## src/rtl/bomb_pkg.sv

```systemverilog
// ==== bomb_pkg : shared ctrl encoding, BCD limits, load clamp (rev 1.0) ====
`default_nettype none

package bomb_pkg;

  localparam logic [1:0] CTRL_NONE = 2'd0;
  localparam logic [1:0] CTRL_LOAD = 2'd1;
  localparam logic [1:0] CTRL_INCR = 2'd2;
  localparam logic [1:0] CTRL_DECR = 2'd3;

  localparam logic [3:0] BCD_MAX_DEC  = 4'd9;
  localparam logic [3:0] BCD_MAX_SEXA = 4'd5;

  function automatic logic [3:0] bcd_clamp(input logic [3:0] d, input logic sexa);
    logic [3:0] m;
    m = sexa ? BCD_MAX_SEXA : BCD_MAX_DEC;
    return (d > m) ? m : d;
  endfunction

endpackage

`default_nettype wire

```

## src/rtl/bomb_bcd_digit.sv

```systemverilog
// ==== bomb_bcd_digit : one mod-10 / mod-6 digit of the ripple chain (rev 1.0) ====
`default_nettype none

module bomb_bcd_digit
  import bomb_pkg::*;
(
  input  logic [3:0] digit,
  input  logic       is_sexa,
  input  logic       inc_in,
  input  logic       dec_in,
  output logic [3:0] next_digit,
  output logic       carry_out,
  output logic       borrow_out,
  output logic       is_max,
  output logic       is_zero
);

  logic [3:0] max_val;

  assign max_val = is_sexa ? BCD_MAX_SEXA : BCD_MAX_DEC;
  assign is_max  = (digit == max_val);
  assign is_zero = (digit == 4'd0);

  always_comb begin
    next_digit = digit;
    carry_out  = 1'b0;
    borrow_out = 1'b0;
    if (inc_in) begin
      next_digit = is_max ? 4'd0 : digit + 4'd1;
      carry_out  = is_max;
    end else if (dec_in) begin
      next_digit = is_zero ? max_val : digit - 4'd1;
      borrow_out = is_zero;
    end
  end

endmodule

`default_nettype wire

```

## src/rtl/bomb_bcd_counter.sv

```systemverilog
// ==== bomb_bcd_counter : DIGITS-digit BCD load/up/down counter (rev 1.0) ====
// Define BOMB_BCD_SATURATE_EN to block at the limits instead of wrapping.
`default_nettype none

module bomb_bcd_counter
  import bomb_pkg::*;
#(
  parameter int                DIGITS    = 4,
  parameter logic [DIGITS-1:0] SEXA_MASK = 4'b0010
) (
  input  logic                  clk,
  input  logic                  async_nreset,
  input  logic [1:0]            ctrl,
  input  logic [4*DIGITS-1:0]   data_in,
  output logic [4*DIGITS-1:0]   data_out,
  output logic                  zero,
  output logic                  full,
  output logic                  bound
);

  logic [4*DIGITS-1:0] cnt, cnt_nxt, arith, load_val;
  logic [DIGITS:0]     carry, borrow;
  logic [DIGITS-1:0]   dig_max, dig_zero;
  logic                bound_q, bound_nxt, wrap;

  assign carry[0]  = (ctrl == CTRL_INCR);
  assign borrow[0] = (ctrl == CTRL_DECR);

  generate
    for (genvar i = 0; i < DIGITS; i++) begin : g_digit
      bomb_bcd_digit u_digit (
        .digit      (cnt[4*i +: 4]),
        .is_sexa    (SEXA_MASK[i]),
        .inc_in     (carry[i]),
        .dec_in     (borrow[i]),
        .next_digit (arith[4*i +: 4]),
        .carry_out  (carry[i+1]),
        .borrow_out (borrow[i+1]),
        .is_max     (dig_max[i]),
        .is_zero    (dig_zero[i])
      );
      assign load_val[4*i +: 4] = bcd_clamp(data_in[4*i +: 4], SEXA_MASK[i]);
    end
  endgenerate

  // A carry or borrow escaping the top digit is exactly the boundary event.
  assign wrap = carry[DIGITS] | borrow[DIGITS];

  always_comb begin
    cnt_nxt   = cnt;
    bound_nxt = 1'b0;
    case (ctrl)
      CTRL_LOAD: cnt_nxt = load_val;
      CTRL_INCR, CTRL_DECR: begin
        bound_nxt = wrap;
`ifdef BOMB_BCD_SATURATE_EN
        cnt_nxt   = wrap ? cnt : arith;
`else
        cnt_nxt   = arith;
`endif
      end
      default: ;
    endcase
  end

  always_ff @(posedge clk or negedge async_nreset) begin
    if (!async_nreset) begin
      cnt     <= '0;
      bound_q <= 1'b0;
    end else begin
      cnt     <= cnt_nxt;
      bound_q <= bound_nxt;
    end
  end

  assign data_out = cnt;
  assign zero     = &dig_zero;
  assign full     = &dig_max;
  assign bound    = bound_q;

endmodule

`default_nettype wire

```

## config.mk

```make
export PLATFORM = sky130hd
export DESIGN_NAME = bomb_bcd_counter
export DESIGN_NICKNAME = d
export VERILOG_FILES = /design/src/rtl/bomb_pkg.sv /design/src/rtl/bomb_bcd_digit.sv /design/src/rtl/bomb_bcd_counter.sv
export SDC_FILE = /design/constraint.sdc
export NUM_CORES = 1
export LEC_CHECK = 0
export CAP_MARGIN = 15
export CELL_PAD_IN_SITES_DETAIL_PLACEMENT = 0
export CELL_PAD_IN_SITES_GLOBAL_PLACEMENT = 1
export CORE_AREA = 5 5 77 65
export CTS_BUF_LIST = sky130_fd_sc_hd__clkbuf_16
export DETAILED_ROUTE_END_ITERATION = 6
export DIE_AREA = 0 0 82 70
export DONT_BUFFER_PORTS = 1
export GPL_TIMING_DRIVEN = 0
export PLACE_DENSITY_LB_ADDON = 0.1
export REMOVE_ABC_BUFFERS = 1
export SLEW_MARGIN = 20
export SYNTH_ARGS = -nofsm -noshare
export SYNTH_HDL_FRONTEND = slang
export SYNTH_SLANG_ARGS = --single-unit
```

## constraint.sdc

```tcl
create_clock -name clk -period 1.6 [get_ports clk]
set_input_delay 0.16 -clock clk [delete_from_list [all_inputs] [get_ports clk]]
set_output_delay 0.16 -clock clk [all_outputs]
set_load 0.1 [all_outputs]
```

==> flow_summary.ini <==
[timing]
timing.final.ws_setup_ns = -0.530
tightestPinTransition_ns = 0.934
setup_viol = 17
max_slew_margin_pct = 37.5
finalCritPeriodShare_pct = 133
finalCriticalPeriod_ns = 2.13
hold_violations = 0
rsz_0062_raised_after_global_routing = true
fin_worst_skew_ns = 0.00589
number_of_max_slew_violations_in_the_final_report = 0
fmax_mhz = 469
hold_slack_ns = 0.0337
final.setup.tns_ns = -5.42

[worst_setup_path]
critical_path_arrival_ns = 1.97
worstSetupPathType = flop to output pin
endpoint_required_time_on_the_critical_path_ns = 1.44
crit_path_start_kind = flop
critical_path_fanouts_max = 7
cp-end-kind = output pin

[global_route]
grt_first_pass_wirelength_um = 8890
antenna_found_initial = 0
groute.usage.overall_pct = 19.5
grt_start_max_net_pins = 28
grt_pass1_vias = 1726
gr-total-overflow = 0

[cts]
clock_tree.buffer_depth = 2
cts.sinks = 17
cts_root_buffer = sky130_fd_sc_hd__clkbuf_16
numCtsBuffers = 3
worst_skew_pair.late_latency_ns = 0.25
cts_htree_levels = 1
clk_pin_slew_ns = 0.06
tritoncts = done

[logic_synthesis]
synth.distinct_cells = 66
synth_top_area_cell = sky130_fd_sc_hd__dfrtp_1
mappedNetlistArea_um2 = 1660
yosys_register_bits = 17
seq_area_frac_synth_pct = 25.6
mapped_avg_cell_area_um2 = 8.01
synth_enable_flop_cells = 0
ys.flop_type = sky130_fd_sc_hd__dfrtp_1
synth_largest_type_area_fraction_pct = 25.6
number_of_warnings_issued_by_yosys = 0
syn_inst = 207
synthArstFlopShare_pct = 100
synthTopCellsByArea = sky130_fd_sc_hd__dfrtp_1 26%, sky130_fd_sc_hd__o21ai_0 6.3%, sky130_fd_sc_hd__a21oi_1 4.2%

[outcome]
failed_checks = setup timing
status = complete, but fails checks

[floorplanning]
top_level_ports = 39
effective_utilization_at_floorplan_pct = 40.5
core-area_um2 = 4100
die-width_um = 82
die_h_um = 70
floorplan.rows = 21
floorplan.die_area_um2 = 5740

[placed_design]
finalWeightedCongestion = 0.769
number_of_port_buffers = 0
dpl.hpwl_um = 3200

[route]
vias = 1755
antenna_violation_net_count_after_detailed_routing = 0
wire_per_inst_um = 18.9
number_of_iterations_in_the_first_detailed_routing_pass = 4
total_length_of_routed_wires_um = 5460
drt_iter0_markers = 151
drc = 0
routed_via_density = 6.07

[cells_and_area]
nets = 253
syn_to_final_growth_pct = 43.6
fraction_of_final_layout_cells_sized_beyond_drive_strength_1_pct = 38.4
num_antenna_cells = 0
finalCoreUtilization_pct = 58.1

[power]
vdd_drop_max_mv = 0.867
power.density_nw_per_um2 = 1400
totalPowerFinal_uw = 3350
power.static_leakage_uw = 0.000889

[min_path]
hold_path_class = primary input to flop

[flow_run]
drv_cap = 0
worst paths after layout:
kind,cells past startpoint,end,start,slack (ns)
worst min register to register,2,data_out[13]$_DFFE_PN0P_,data_out[13]$_DFFE_PN0P_,0.88
max in group asynchronous,1,data_out[10]$_DFFE_PN0P_,async_nreset,0.42
min in group asynchronous,1,data_out[1]$_DFFE_PN0P_,async_nreset,0.49
worst min-delay path,2,data_out[14]$_DFFE_PN0P_,ctrl[1],0.03
worst max register to register,6,data_out[14]$_DFFE_PN0P_,data_out[2]$_DFFE_PN0P_,-0.41
worst max-delay path,4,zero,data_out[6]$_DFFE_PN0P_,-0.53
sequential cells by signal, indices dropped and copies added (netlist names):
| register | cells |
|---|---|
| data_out | 16 |
| bound | 1 |
metal layers:
layer	global-route usage (%)	routed length (um)	vias up
met5	0	0	-
li1	-	-	833
met3	5.53	348	8
met2	28.7	2610	56
met1	27.4	2430	858
met4	5.72	70	0
placed cells by master, fill, tap and decap left out, drive strengths merged, types with 3 or more instances in the layout:
cell and instances:
buf 30, o21ai 22, nor2 17, dfrtp 17
nand2 16, a21oi 14, inv 10, nand3 8
clkbuf 6, nand2b 5, nor3 5, nor4 4
nor2b 4, a31oi 4, mux2i 4, o211ai 3
and4bb 3, xnor2 3, o221ai 3, o31ai 3
critical path, stage by stage (launching register included):
cell,delay [ns]
sky130_fd_sc_hd__dfrtp_4,0.65
sky130_fd_sc_hd__nor4_4,0.38
sky130_fd_sc_hd__nand2_2,0.13
sky130_fd_sc_hd__nor4bb_4,0.31
sky130_fd_sc_hd__buf_8,0.24
synthesized netlist by cell type, drive strengths merged (3+ instances only):
master	n
a21oi	14
a31oi	4
and4bb	3
buf	8
clkbuf	8
dfrtp	17
inv	9
mux2i	4
nand2	16
nand2b	5
nand3	7
nor2	17
nor2b	4
nor3	5
nor4	4
o211ai	3
o21ai	22
o221ai	3
o31ai	3
xnor2	3
report_power, final:
group / total (uW) / internal (uW) / switching, uW
Clock: 521 / 333 / 188
Sequential: 1670 / 588 / 1080
Combinational: 1160 / 591 / 565
per-stage QoR:
stage                     std cells  area [um^2]  setup slack, ns
after floorplan                 191         1570            -3.03
after global placement          248         1650            -3.30
after detailed placement        250         1720           -0.928
after CTS                       278         2190           -0.588
after global routing            289         2380           -0.576
final                           289         2380           -0.530
kinds of logic after synthesis:
kind of cell / share of synthesized area, %
AO/OA/AOI/OAI: 31.4
XOR/XNOR: 2.64
buffers and inverters: 7.39
flip-flops: 25.6
multiplexers: 3.77
AND/OR/NAND/NOR: 29.2
final cells by class:
cell class | count | area [um^2]
Fill cell | 352 | 1720
Multi-Input combinational cell | 165 | 1360
Sequential cell | 17 | 485
Timing Repair Buffer | 36 | 354
Clock buffer | 3 | 75.1
Tap cell | 57 | 71.3
Inverter | 10 | 37.5
Clock inverter | 1 | 3.75
what timing repair did:
item | CTS | global route
gates cloned | 1 | 0
endpoints found under the hold margin | 18 | 0
setup endpoints to repair | 18 | 17
buffers inserted | 21 | 12
hold buffers | 2 | 0
resized for setup | 64 | 29
pin swaps | 22 | 17
No activity file was read; power rests on OpenSTA's default activity.
